===== src/rtl/mem_access_unit.sv =====
// mem_access_unit: load/store sequencer between the execute stage and a
// 2^ADDR_W x DATA_W data memory. One request carries a byte or a two-byte
// little-endian access; the unit walks the memory one byte per cycle and
// returns assembled load data with a one-cycle done pulse.
//
// Handshake: req is only looked at in IDLE. busy is high from the cycle after
// acceptance through the done cycle; a req seen while busy is dropped, not
// queued. done is high for exactly one cycle and rdata is valid from that
// cycle until the next load overwrites it.
module mem_access_unit #(
    parameter int ADDR_W = 8,
    parameter int DATA_W = 8
) (
    input  logic                  clock,
    input  logic                  reset,
    input  logic                  req,
    input  logic                  we,
    input  logic                  wide,
    input  logic [ADDR_W-1:0]     addr,
    input  logic [2*DATA_W-1:0]   wdata,
    output logic                  busy,
    output logic                  done,
    output logic [2*DATA_W-1:0]   rdata,
    output logic [ADDR_W-1:0]     mem_addr,
    output logic                  mem_write,
    output logic [DATA_W-1:0]     mem_wdata,
    input  logic [DATA_W-1:0]     mem_rdata
);

    typedef enum logic [1:0] {
        S_IDLE  = 2'd0,
        S_BYTE0 = 2'd1,
        S_BYTE1 = 2'd2,
        S_DONE  = 2'd3
    } state_t;

    state_t                state_q;
    logic                  we_q;
    logic                  wide_q;
    logic [ADDR_W-1:0]     addr_q;
    logic [2*DATA_W-1:0]   wdata_q;
    logic                  busy_q;
    logic                  done_q;
    logic [2*DATA_W-1:0]   rdata_q;
    logic [ADDR_W-1:0]     mem_addr_q;
    logic                  mem_write_q;
    logic [DATA_W-1:0]     mem_wdata_q;

    // Sequencer: all memory-side outputs are precomputed one edge ahead so
    // they come straight from flops during the byte cycle they belong to.
    always_ff @(posedge clock) begin
        if (reset) begin
            state_q     <= S_IDLE;
            we_q        <= 1'b0;
            wide_q      <= 1'b0;
            addr_q      <= '0;
            wdata_q     <= '0;
            busy_q      <= 1'b0;
            done_q      <= 1'b0;
            rdata_q     <= '0;
            mem_addr_q  <= '0;
            mem_write_q <= 1'b0;
            mem_wdata_q <= '0;
        end else begin
            case (state_q)
                S_IDLE: begin
                    if (req) begin
                        we_q        <= we;
                        wide_q      <= wide;
                        addr_q      <= addr;
                        wdata_q     <= wdata;
                        busy_q      <= 1'b1;
                        mem_addr_q  <= addr;
                        mem_write_q <= we;
                        mem_wdata_q <= we ? wdata[DATA_W-1:0] : '0;
                        state_q     <= S_BYTE0;
                    end
                end
                S_BYTE0: begin
                    if (!we_q) begin
                        rdata_q[DATA_W-1:0] <= mem_rdata;
                        // A narrow load must not leak a stale upper byte.
                        if (!wide_q) rdata_q[2*DATA_W-1:DATA_W] <= '0;
                    end
                    if (wide_q) begin
                        // Address wraps naturally at the top of memory.
                        mem_addr_q  <= addr_q + ADDR_W'(1);
                        mem_write_q <= we_q;
                        mem_wdata_q <= we_q ? wdata_q[2*DATA_W-1:DATA_W] : '0;
                        state_q     <= S_BYTE1;
                    end else begin
                        mem_addr_q  <= '0;
                        mem_write_q <= 1'b0;
                        mem_wdata_q <= '0;
                        done_q      <= 1'b1;
                        state_q     <= S_DONE;
                    end
                end
                S_BYTE1: begin
                    if (!we_q) rdata_q[2*DATA_W-1:DATA_W] <= mem_rdata;
                    mem_addr_q  <= '0;
                    mem_write_q <= 1'b0;
                    mem_wdata_q <= '0;
                    done_q      <= 1'b1;
                    state_q     <= S_DONE;
                end
                S_DONE: begin
                    // req is deliberately not sampled here.
                    done_q  <= 1'b0;
                    busy_q  <= 1'b0;
                    state_q <= S_IDLE;
                end
                default: state_q <= S_IDLE;
            endcase
        end
    end

    // Reset gates the write strobe immediately so an aborted store cannot
    // commit on the reset edge; write data is zeroed whenever no write is issued.
    always_comb begin
        mem_write = mem_write_q & ~reset;
        mem_wdata = mem_write ? mem_wdata_q : '0;
    end

    assign busy     = busy_q;
    assign done     = done_q;
    assign rdata    = rdata_q;
    assign mem_addr = mem_addr_q;

endmodule


===== config.mk =====
export PLATFORM = sky130hd
export DESIGN_NAME = mem_access_unit
export DESIGN_NICKNAME = d
export VERILOG_FILES = /design/src/rtl/mem_access_unit.sv
export SDC_FILE = /design/constraint.sdc
export NUM_CORES = 1
export LEC_CHECK = 0
export CAP_MARGIN = 0
export CELL_PAD_IN_SITES_DETAIL_PLACEMENT = 0
export CELL_PAD_IN_SITES_GLOBAL_PLACEMENT = 1
export CORE_MARGIN = 2
export CORE_UTILIZATION = 34
export DETAILED_ROUTE_END_ITERATION = 16
export PLACE_DENSITY_LB_ADDON = 0.05
export SYNTH_ARGS = -nofsm -noshare
export SYNTH_HDL_FRONTEND = slang
export SYNTH_SLANG_ARGS = --single-unit

===== constraint.sdc =====
create_clock -name clock -period 2.4 [get_ports clock]
set_input_delay 0.48 -clock clock [delete_from_list [all_inputs] [get_ports clock]]
set_output_delay 0.48 -clock clock [all_outputs]
set_load 0.1 [all_outputs]

==> results of run 1 <==
## per-stage QoR
| stage | instances | setup WS [ns] | utilization, % | area [sq um] |
|---|---|---|---|---|
| floorplan | 281 | 0.00846 | - | 2420 |
| global placement | 435 | 0.339 | 47.0 | 3210 |
| detailed placement | 435 | 0.286 | 47.0 | 3210 |
| CTS | 443 | 0.333 | 48.7 | 3330 |
| global route | 443 | 0.206 | 48.7 | 3330 |
| finish | 443 | 0.357 | 48.7 | 3330 |
## report_power, final
part           leakage, nW  total [mW]  switching [mW]  internal (mW)
clock               0.0612       0.635           0.297          0.338
combinational        0.793        2.25            1.62          0.636
sequential           0.451        1.33           0.163           1.17
total                 1.31        4.22            2.08           2.14
## flip-flops by register name, summed over array words and instances (netlist names), 2 cells and up
register,cells
rdata,16
addr_q,8
mem_addr,8
mem_wdata_q,8
wdata_q,8
state_q,2
## cell usage after synthesis (all sizes together)
cell and n:
dfxtp 55, nand2 41, a21oi 32, nor2 31, nor3 16, a221oi 14, buf 13, nand2b 12
nand3 11, and2 10, mux2i 9, clkbuf 7, ha 6, inv 4, nor2b 4, a211oi 3
o21ai 3, xnor2 2, a311oi 1, and3 1, nand3b 1, nor4 1, o211ai 1, o21a 1
o31a 1, xor2 1
## cell usage in the layout, fill, tap and decap left out, drive strengths merged, types with 9 or more instances in the layout
cell type / instances
dfxtp: 55
buf: 43
nand2: 41
clkdlybuf4s50: 35
a21oi: 32
nor2: 31
nor3: 16
a221oi: 14
nand2b: 12
nand3: 11
and2: 10
mux2i: 9
## metal layers
metal / track usage [%] / vias up
met5: 0 / -
met3: 3.82 / 4
met1: 23.6 / 973
met4: 3.72 / 0
li1: - / 1095
met2: 22.9 / 43
## worst reg2reg max path: stages, from the launching register on
cell and delay [ns]:
dfxtp_1 0.38, inv_1 0.11, ha_1 0.36, and3_1 0.32, and2_4 0.28, a221oi_2 0.28
nor3_1 0.08
## layout make-up
cell class / count / area, sq um / area share, %
Inverter: 4 / 15.0 / 0.451
Timing Repair Buffer: 78 / 783 / 23.6
Clock buffer: 6 / 82.6 / 2.48
Tap cell: 96 / 120 / 3.61
Sequential cell: 55 / 1100 / 33.1
Clock inverter: 2 / 35.0 / 1.05
Multi-Input combinational cell: 202 / 1190 / 35.7
## path summary, 6_finish.rpt
kind	endpoint	slack [ns]
hold reg to reg	rdata[15]$_SDFFE_PP0P_	0.47
setup reg to reg	mem_wdata_q[6]$_SDFFE_PP0P_	0.45
hold / removal	rdata[15]$_SDFFE_PP0P_	0.47
setup / recovery	mem_wdata[1]	0.36
## logic make-up after synthesis
logic type / share of synthesized area [%]
AND/OR/NAND/NOR: 24.5
AO/OA/AOI/OAI: 16.8
buffers and inverters: 5.18
adder cells (fa/ha/maj): 3.11
multiplexers: 3.73
flip-flops: 45.6
XOR/XNOR: 1.09
==> impl_metrics.py, run 1 <==
metrics = {
    "status": {
        "run_status": "finished, final reports clean",
    },
    "synth": {
        "avgSynthCellArea_sq_um": 8.59,
        "syn_nets": 324,
        "netlist_instances": 281,
        "ys_warn_count": 0,
        "synth.distinct_cells": 32,
        "synth_top_area_share_pct": 45.6,
        "ys_seq_area_share_pct": 45.6,
        "synth_area_leaders": "dfxtp_1 46%, a21oi_1 6.4%, nand2_1 6.4%, a221oi_2 5.0%, nor2_1 4.8%",
        "synth.cell_area_sq_um": 2410,
        "yosys_register_bits": 55,
        "synth_top_cell_by_area": "dfxtp_1",
    },
    "clock_network": {
        "post_cts_buffers": 0,
        "cts_buffers": 5,
        "cts.repair.resized": 0,
        "cts_tree": "yes",
        "clk_path_buf_depth": 2,
        "htreeDepth": 2,
        "cts.clk_slew.worst_paths_ns": 0.10,
        "cts_root_buf": "clkbuf_8",
        "clk_latency_ns": 0.30,
        "cts_sinks": 55,
        "postCtsHoldBufs": 0,
    },
    "drt": {
        "drtIter0Drc": 76,
        "wl_met3_um": 272,
        "postRouteAntennaNets": 0,
        "wirelength_met1_mm": 3.08,
        "drt-total-wl_mm": 6.03,
        "drc": 0,
        "num_vias": 2115,
        "avgRoutedWirePerCell_um": 13.6,
        "vias_per_cell": 4.77,
        "top_layer": "met4",
        "drt-pass1-iter-count": 4,
        "dr_wl_met2_mm": 2.65,
    },
    "hold_path": {
        "hold_class": "register to register",
        "holdPathStages": 2,
        "hold_start": "rdata[15]$_SDFFE_PP0P_",
    },
    "timing": {
        "min_period_ns": 2.04,
        "tns_ns": 0,
        "fin_crit_sh_pct": 85.1,
        "rsz0062_at_grt": "false",
        "final_hold_viol_count": 0,
        "tightestPinTransition_ns": 0.616,
        "slew_headroom_pct": 58.9,
        "setup_violations": 0,
        "finClkSkew_ns": 0.00500,
        "timing.final.max_slew_violations": 0,
        "fin_hold_ws_ns": 0.472,
        "max_freq_ghz": 0.490,
    },
    "critical_path": {
        "worstSetupPathType": "register to output port",
        "crit_arrival_ns": 1.56,
        "cp_num_buf_inv": 1,
        "max_stage_delay_ns": 0.46,
        "cp.depth": 3,
        "cp_max_fo": 9,
        "start_kind": "register",
        "slowest_stage": "nor2b_1",
        "cp_top_family": "simple AND/OR/NAND/NOR gates",
        "r2r_cells": 6,
        "required_ns": 1.92,
        "setup.worst_path.end_class": "output port",
        "r2r_start": "state_q[0]$_SDFFE_PP0P_",
        "cp-startpoint": "mem_write_q$_SDFFE_PP0P_",
        "cp_cell_sequence": "nor2b_1 > and2_1 > buf_12",
    },
    "placement": {
        "dpl.hpwl_mm": 4.21,
        "port_buffers": 71,
        "gp_congestion": 0.799,
    },
    "global_route": {
        "grt_max_degree": 56,
        "grt_usage_pct": 15.8,
        "grt_pass1_vias": 1928,
        "antenna_found_initial": 0,
        "grt_pass1_wl_mm": 9.72,
        "overflow": 0,
    },
    "final_layout": {
        "layout-drive-gt1-share_pct": 17.6,
        "num-fill-cells": 695,
        "final_nets": 389,
        "areaGrowthSynthToFinish_pct": 37.7,
        "num_antenna_cells": 0,
    },
    "die": {
        "initial_core_util_pct": 35.3,
        "die_y_um": 88.3,
        "io_pins": 72,
        "core_sq_um": 6830,
        "rows": 30,
        "dieArea_sq_um": 7790,
        "fp.dieW_um": 88.3,
    },
    "pwr": {
        "power_mw": 4.22,
        "p_leak_nw": 1.31,
        "powerDensity_nw_per_um2": 1270,
        "vdd.ir_drop.worst_mv": 0.542,
    },
    "run": {
        "drv_cap": 0,
    },
}
Power figures use the tool's default switching activity.
==> run 2, diff against run 1 <==
clock period = 1.9 ns   (was 2.4 ns; I/O delays follow)
==> impl_metrics.py, run 2 (same netlist as run 1, synthesis figures left out) <==
metrics = {
    "placement": {
        "dp.cells": 441,
        "gp_congestion": 0.776,
        "dpl.hpwl_mm": 4.10,
        "pre_cts_slack_ns": 0.0428,
        "port_buffers": 71,
    },
    "drt": {
        "postRouteAntennaNets": 0,
        "avgRoutedWirePerCell_um": 13.1,
        "drc": 0,
        "drt-total-wl_mm": 5.87,
        "vias_per_cell": 4.76,
        "drt-pass1-iter-count": 4,
        "drtIter0Drc": 91,
        "num_vias": 2137,
    },
    "pwr": {
        "powerDensity_nw_per_um2": 1570,
        "vdd.ir_drop.worst_mv": 0.849,
        "p_leak_nw": 1.34,
    },
    "timing": {
        "max_freq_ghz": 0.592,
        "min_period_ns": 1.69,
        "fin_crit_sh_pct": 88.9,
        "tightestPinTransition_ns": 0.582,
        "timing.final.max_slew_violations": 0,
        "worst_slack_ns": 0.210,
        "setup_violations": 0,
        "slew_headroom_pct": 61.2,
        "finClkSkew_ns": 0.00502,
        "final_hold_viol_count": 0,
        "rsz0062_at_grt": "false",
    },
    "clock_network": {
        "cts_sinks": 55,
        "clk_path_buf_depth": 2,
        "cts_tree": "yes",
        "htreeDepth": 2,
        "post_cts_buffers": 0,
        "clk_latency_ns": 0.30,
        "cts_root_buf": "clkbuf_8",
        "cts_buffers": 5,
        "cts.clk_slew.worst_paths_ns": 0.10,
    },
    "critical_path": {
        "required_ns": 2.07,
        "r2r_cells": 6,
        "start_kind": "register",
        "cp_max_fo": 9,
        "worstSetupPathType": "register to register",
        "setup.worst_path.end_class": "register",
        "crit_arrival_ns": 1.86,
    },
    "final_layout": {
        "areaGrowthSynthToFinish_pct": 41.3,
        "final_cell_mix": "55 x dfxtp_1, 41 x nand2_1, 35 x clkdlybuf4s50_1, 34 x buf_4",
        "num_antenna_cells": 0,
        "largest_register_ffs": 16,
        "final_nets": 395,
        "layout_commonest_cell": "dfxtp_1",
        "instances_no_fill": 449,
        "layout-drive-gt1-share_pct": 21.2,
    },
    "die": {
        "die_y_um": 88.3,
        "rows": 30,
        "fp.dieW_um": 88.3,
        "dieArea_sq_um": 7790,
        "initial_core_util_pct": 35.3,
        "io_pins": 72,
        "core_sq_um": 6830,
    },
    "global_route": {
        "antenna_found_initial": 0,
        "grt_pass1_vias": 1983,
        "overflow": 0,
        "grt_usage_pct": 15.9,
        "grt_pass1_wl_mm": 9.78,
        "grt_max_degree": 56,
    },
    "hold_path": {
        "hold_class": "register to register",
        "holdPathStages": 2,
    },
    "status": {
        "run_status": "finished, final reports clean",
    },
    "run": {
        "drv_cap": 0,
    },
}
-- run 2: changes by cell type in the layout (fill, tap and decap cells not counted) --
cell	delta
buf_12	+5
clkbuf_1	+1
buf_4	+1
clkinvlp_4	+1
bufinv_16	-1
clkbuf_8	-1
and2_1	-9
and2_2	+9
-- run 2: stage by stage --
stage	instance area (sq um)	util [%]	setup TNS [ns]	hold WS [ns]	power [mW]
2_1_floorplan	2430	-	-0.213	0.448	3.89
3_3_place_gp	3330	48.7	0	0.455	4.75
3_5_place_dp	3330	48.7	0	0.459	4.76
4_1_cts	3410	49.9	0	0.476	5.41
5_1_grt	3410	49.9	0	0.494	5.69
6_report	3410	49.9	0	0.475	5.35
-- run 2: worst max-delay path: stages, from the launching register on --
cell and delay [ns]:
dfxtp_1 0.37, inv_1 0.11, ha_1 0.32, and3_1 0.18, and2_4 0.22, a221oi_2 0.28, nor3_1 0.07
-- run 2: per-layer routing --
metal / routed length, um / track usage (%) / vias to the layer above
li1: - / - / 1109
met1: 2860 / 22.7 / 967
met2: 2610 / 23.9 / 57
met3: 363 / 4.76 / 4
met4: 42 / 3.72 / 0
met5: 0 / 0 / -
-- run 2: timing repair --
action,4_1_cts,5_1_grt
hold buffers,0,0
gates resized for setup,0,1
setup endpoints to repair,0,7
-- run 2: layout make-up --
| type | instances | area [sq um] |
|---|---|---|
| clock buffers | 6 | 72.6 |
| clock inverters | 2 | 12.5 |
| fillers | 686 | 3420 |
| inverters | 4 | 15.0 |
| multi-input cells | 202 | 1200 |
| flip-flops and latches | 55 | 1100 |
| well taps | 96 | 120 |
| repair buffers | 84 | 891 |
-- run 2: report_power, final --
part / internal, mW / switching, mW / leakage [nW]
logic: 0.967 / 2.06 / 0.850
clock network: 0.259 / 0.377 / 0.0412
registers: 1.47 / 0.207 / 0.451
total: 2.70 / 2.65 / 1.34
-- run 2: worst paths after layout --
path,from,to,slack (ns)
max,state_q[0]$_SDFFE_PP0P_,mem_wdata_q[6]$_SDFFE_PP0P_,0.21
min,wdata_q[15]$_SDFFE_PP0P_,wdata_q[15]$_SDFFE_PP0P_,0.48
max reg2reg,state_q[0]$_SDFFE_PP0P_,mem_wdata_q[6]$_SDFFE_PP0P_,0.21
min reg2reg,wdata_q[15]$_SDFFE_PP0P_,wdata_q[15]$_SDFFE_PP0P_,0.48
==> run 3, diff against run 2 <==
clock period = 1.75 ns   (was 1.9 ns; I/O delays follow)
==> impl_metrics.py, run 3 (same netlist as run 1, synthesis figures left out) <==
metrics = {
    "status": {
        "run_status": "finished, final reports clean",
    },
    "clock_network": {
        "htreeDepth": 2,
        "clk_latency_ns": 0.31,
        "cts_root_buf": "clkbuf_8",
        "clk_path_buf_depth": 2,
        "cts_sinks": 55,
        "cts_tree": "yes",
        "postCtsHoldBufs": 0,
        "cts_buffers": 5,
        "cts.clk_slew.worst_paths_ns": 0.10,
    },
    "timing": {
        "worst_slack_ns": 0.121,
        "max_freq_ghz": 0.614,
        "setup_violations": 0,
        "fin_crit_sh_pct": 93.1,
        "slew_headroom_pct": 59.3,
        "rsz0062_at_grt": "false",
        "finClkSkew_ns": 0.00451,
        "timing.final.max_slew_violations": 0,
        "tightestPinTransition_ns": 0.611,
        "min_period_ns": 1.63,
        "final_hold_viol_count": 0,
    },
    "die": {
        "initial_core_util_pct": 35.3,
        "die_y_um": 88.3,
        "io_pins": 72,
        "dieArea_sq_um": 7790,
        "core_sq_um": 6830,
        "fp.dieW_um": 88.3,
        "rows": 30,
    },
    "drt": {
        "drc": 0,
        "vias_per_cell": 4.71,
        "postRouteAntennaNets": 0,
        "drt-total-wl_mm": 6.22,
        "drtIter0Drc": 118,
        "num_vias": 2129,
        "drt-pass1-iter-count": 4,
        "avgRoutedWirePerCell_um": 13.8,
    },
    "critical_path": {
        "crit_arrival_ns": 1.80,
        "required_ns": 1.92,
        "max_stage_delay_ns": 0.37,
        "start_kind": "register",
        "r2r_start": "state_q[0]$_SDFFE_PP0P_",
        "setup.worst_path.end_class": "register",
        "cp_top_family": "simple AND/OR/NAND/NOR gates",
        "cp_max_fo": 9,
        "cp-startpoint": "state_q[0]$_SDFFE_PP0P_",
        "cp_num_buf_inv": 1,
        "worstSetupPathType": "register to register",
        "slowest_stage": "dfxtp_2",
        "cp_cell_sequence": "inv_2 > ha_4 > and3_1 > and2_4 > a221oi_2 > nor3_1",
    },
    "final_layout": {
        "num_antenna_cells": 0,
        "layout_commonest_cell": "dfxtp_1",
        "instances_no_fill": 452,
        "largest_register_ffs": 16,
        "final_cell_mix": "54 x dfxtp_1, 41 x nand2_1, 36 x buf_12, 35 x clkdlybuf4s50_1",
        "postLayoutCellArea_sq_um": 3800,
        "final_util_pct": 55.7,
        "areaGrowthSynthToFinish_pct": 57.5,
        "final_nets": 398,
        "layout-drive-gt1-share_pct": 24.2,
    },
    "placement": {
        "gp_congestion": 0.778,
        "dp.cells": 443,
        "dpl.hpwl_mm": 4.32,
        "pre_cts_slack_ns": -0.0390,
        "port_buffers": 71,
        "placed_area_sq_um": 3620,
    },
    "pwr": {
        "vdd.ir_drop.worst_mv": 0.714,
        "p_leak_nw": 1.46,
        "power_mw": 6.62,
        "powerDensity_nw_per_um2": 1740,
    },
    "global_route": {
        "grt_pass1_wl_mm": 9.93,
        "grt_pass1_vias": 1993,
        "overflow": 0,
        "grt_usage_pct": 16.4,
        "antenna_found_initial": 0,
        "grt_max_degree": 56,
    },
    "hold_path": {
        "hold_class": "register to register",
        "hold_start": "wdata_q[9]$_SDFFE_PP0P_",
    },
    "run": {
        "drv_cap": 0,
    },
}
[run 3: changes by cell type in the layout (fill, tap and decap cells not counted), moves of 2 or more]
cell	before	now
buf_12	14	36
a221oi_2	8	11
bufinv_16	0	2
a221oi_1	6	3
buf_4	34	14
ha_1	6	4
[run 3: routing by layer]
metal | up-vias | track usage [%] | share of wire (%)
li1 | 1108 | - | -
met1 | 959 | 23.3 | 48
met2 | 58 | 24.8 | 46
met3 | 4 | 4.66 | 5.8
met4 | 0 | 3.72 | 0.59
met5 | - | 0 | 0
[run 3: per-stage QoR]
step | hold WS (ns) | TNS, ns
finish | 0.473 | 0
CTS | 0.474 | 0
floorplan | 0.448 | -0.933
global route | 0.498 | 0
detailed placement | 0.458 | -0.496
global placement | 0.455 | -0.113
[run 3: path summary, 6_finish.rpt]
path,cells after the start,slack [ns],endpoint
hold reg to reg,2,0.47,wdata_q[9]$_SDFFE_PP0P_
hold / removal,2,0.47,wdata_q[9]$_SDFFE_PP0P_
setup reg to reg,6,0.12,mem_wdata_q[4]$_SDFFE_PP0P_
setup / recovery,6,0.12,mem_wdata_q[4]$_SDFFE_PP0P_
[run 3: tightest hold or removal path, cell delays in order (launching register included)]
cell and delay (ns):
dfxtp_1 0.33, nand2_1 0.05, a21oi_1 0.05
[run 3: timing repair]
| action | in CTS | in global routing |
|---|---|---|
| buffers inserted | 0 | 1 |
| resized for setup | 2 | 8 |
| pin swaps | 0 | 0 |
| endpoints found under the setup margin | 12 | 18 |
[run 3: report_power, final]
group          internal, mW  switching, mW  total [mW]
Clock                 0.572          0.414       0.987
Sequential             1.60          0.301        1.90
Combinational          1.44           2.29        3.73
[run 3: layout make-up]
class / count / area, sq um
fillers: 648 / 3030
multi-input cells: 202 / 1240
repair buffers: 87 / 1190
flip-flops and latches: 55 / 1100
well taps: 96 / 120
clock buffers: 6 / 72.6
clock inverters: 2 / 60.1
inverters: 4 / 15.0
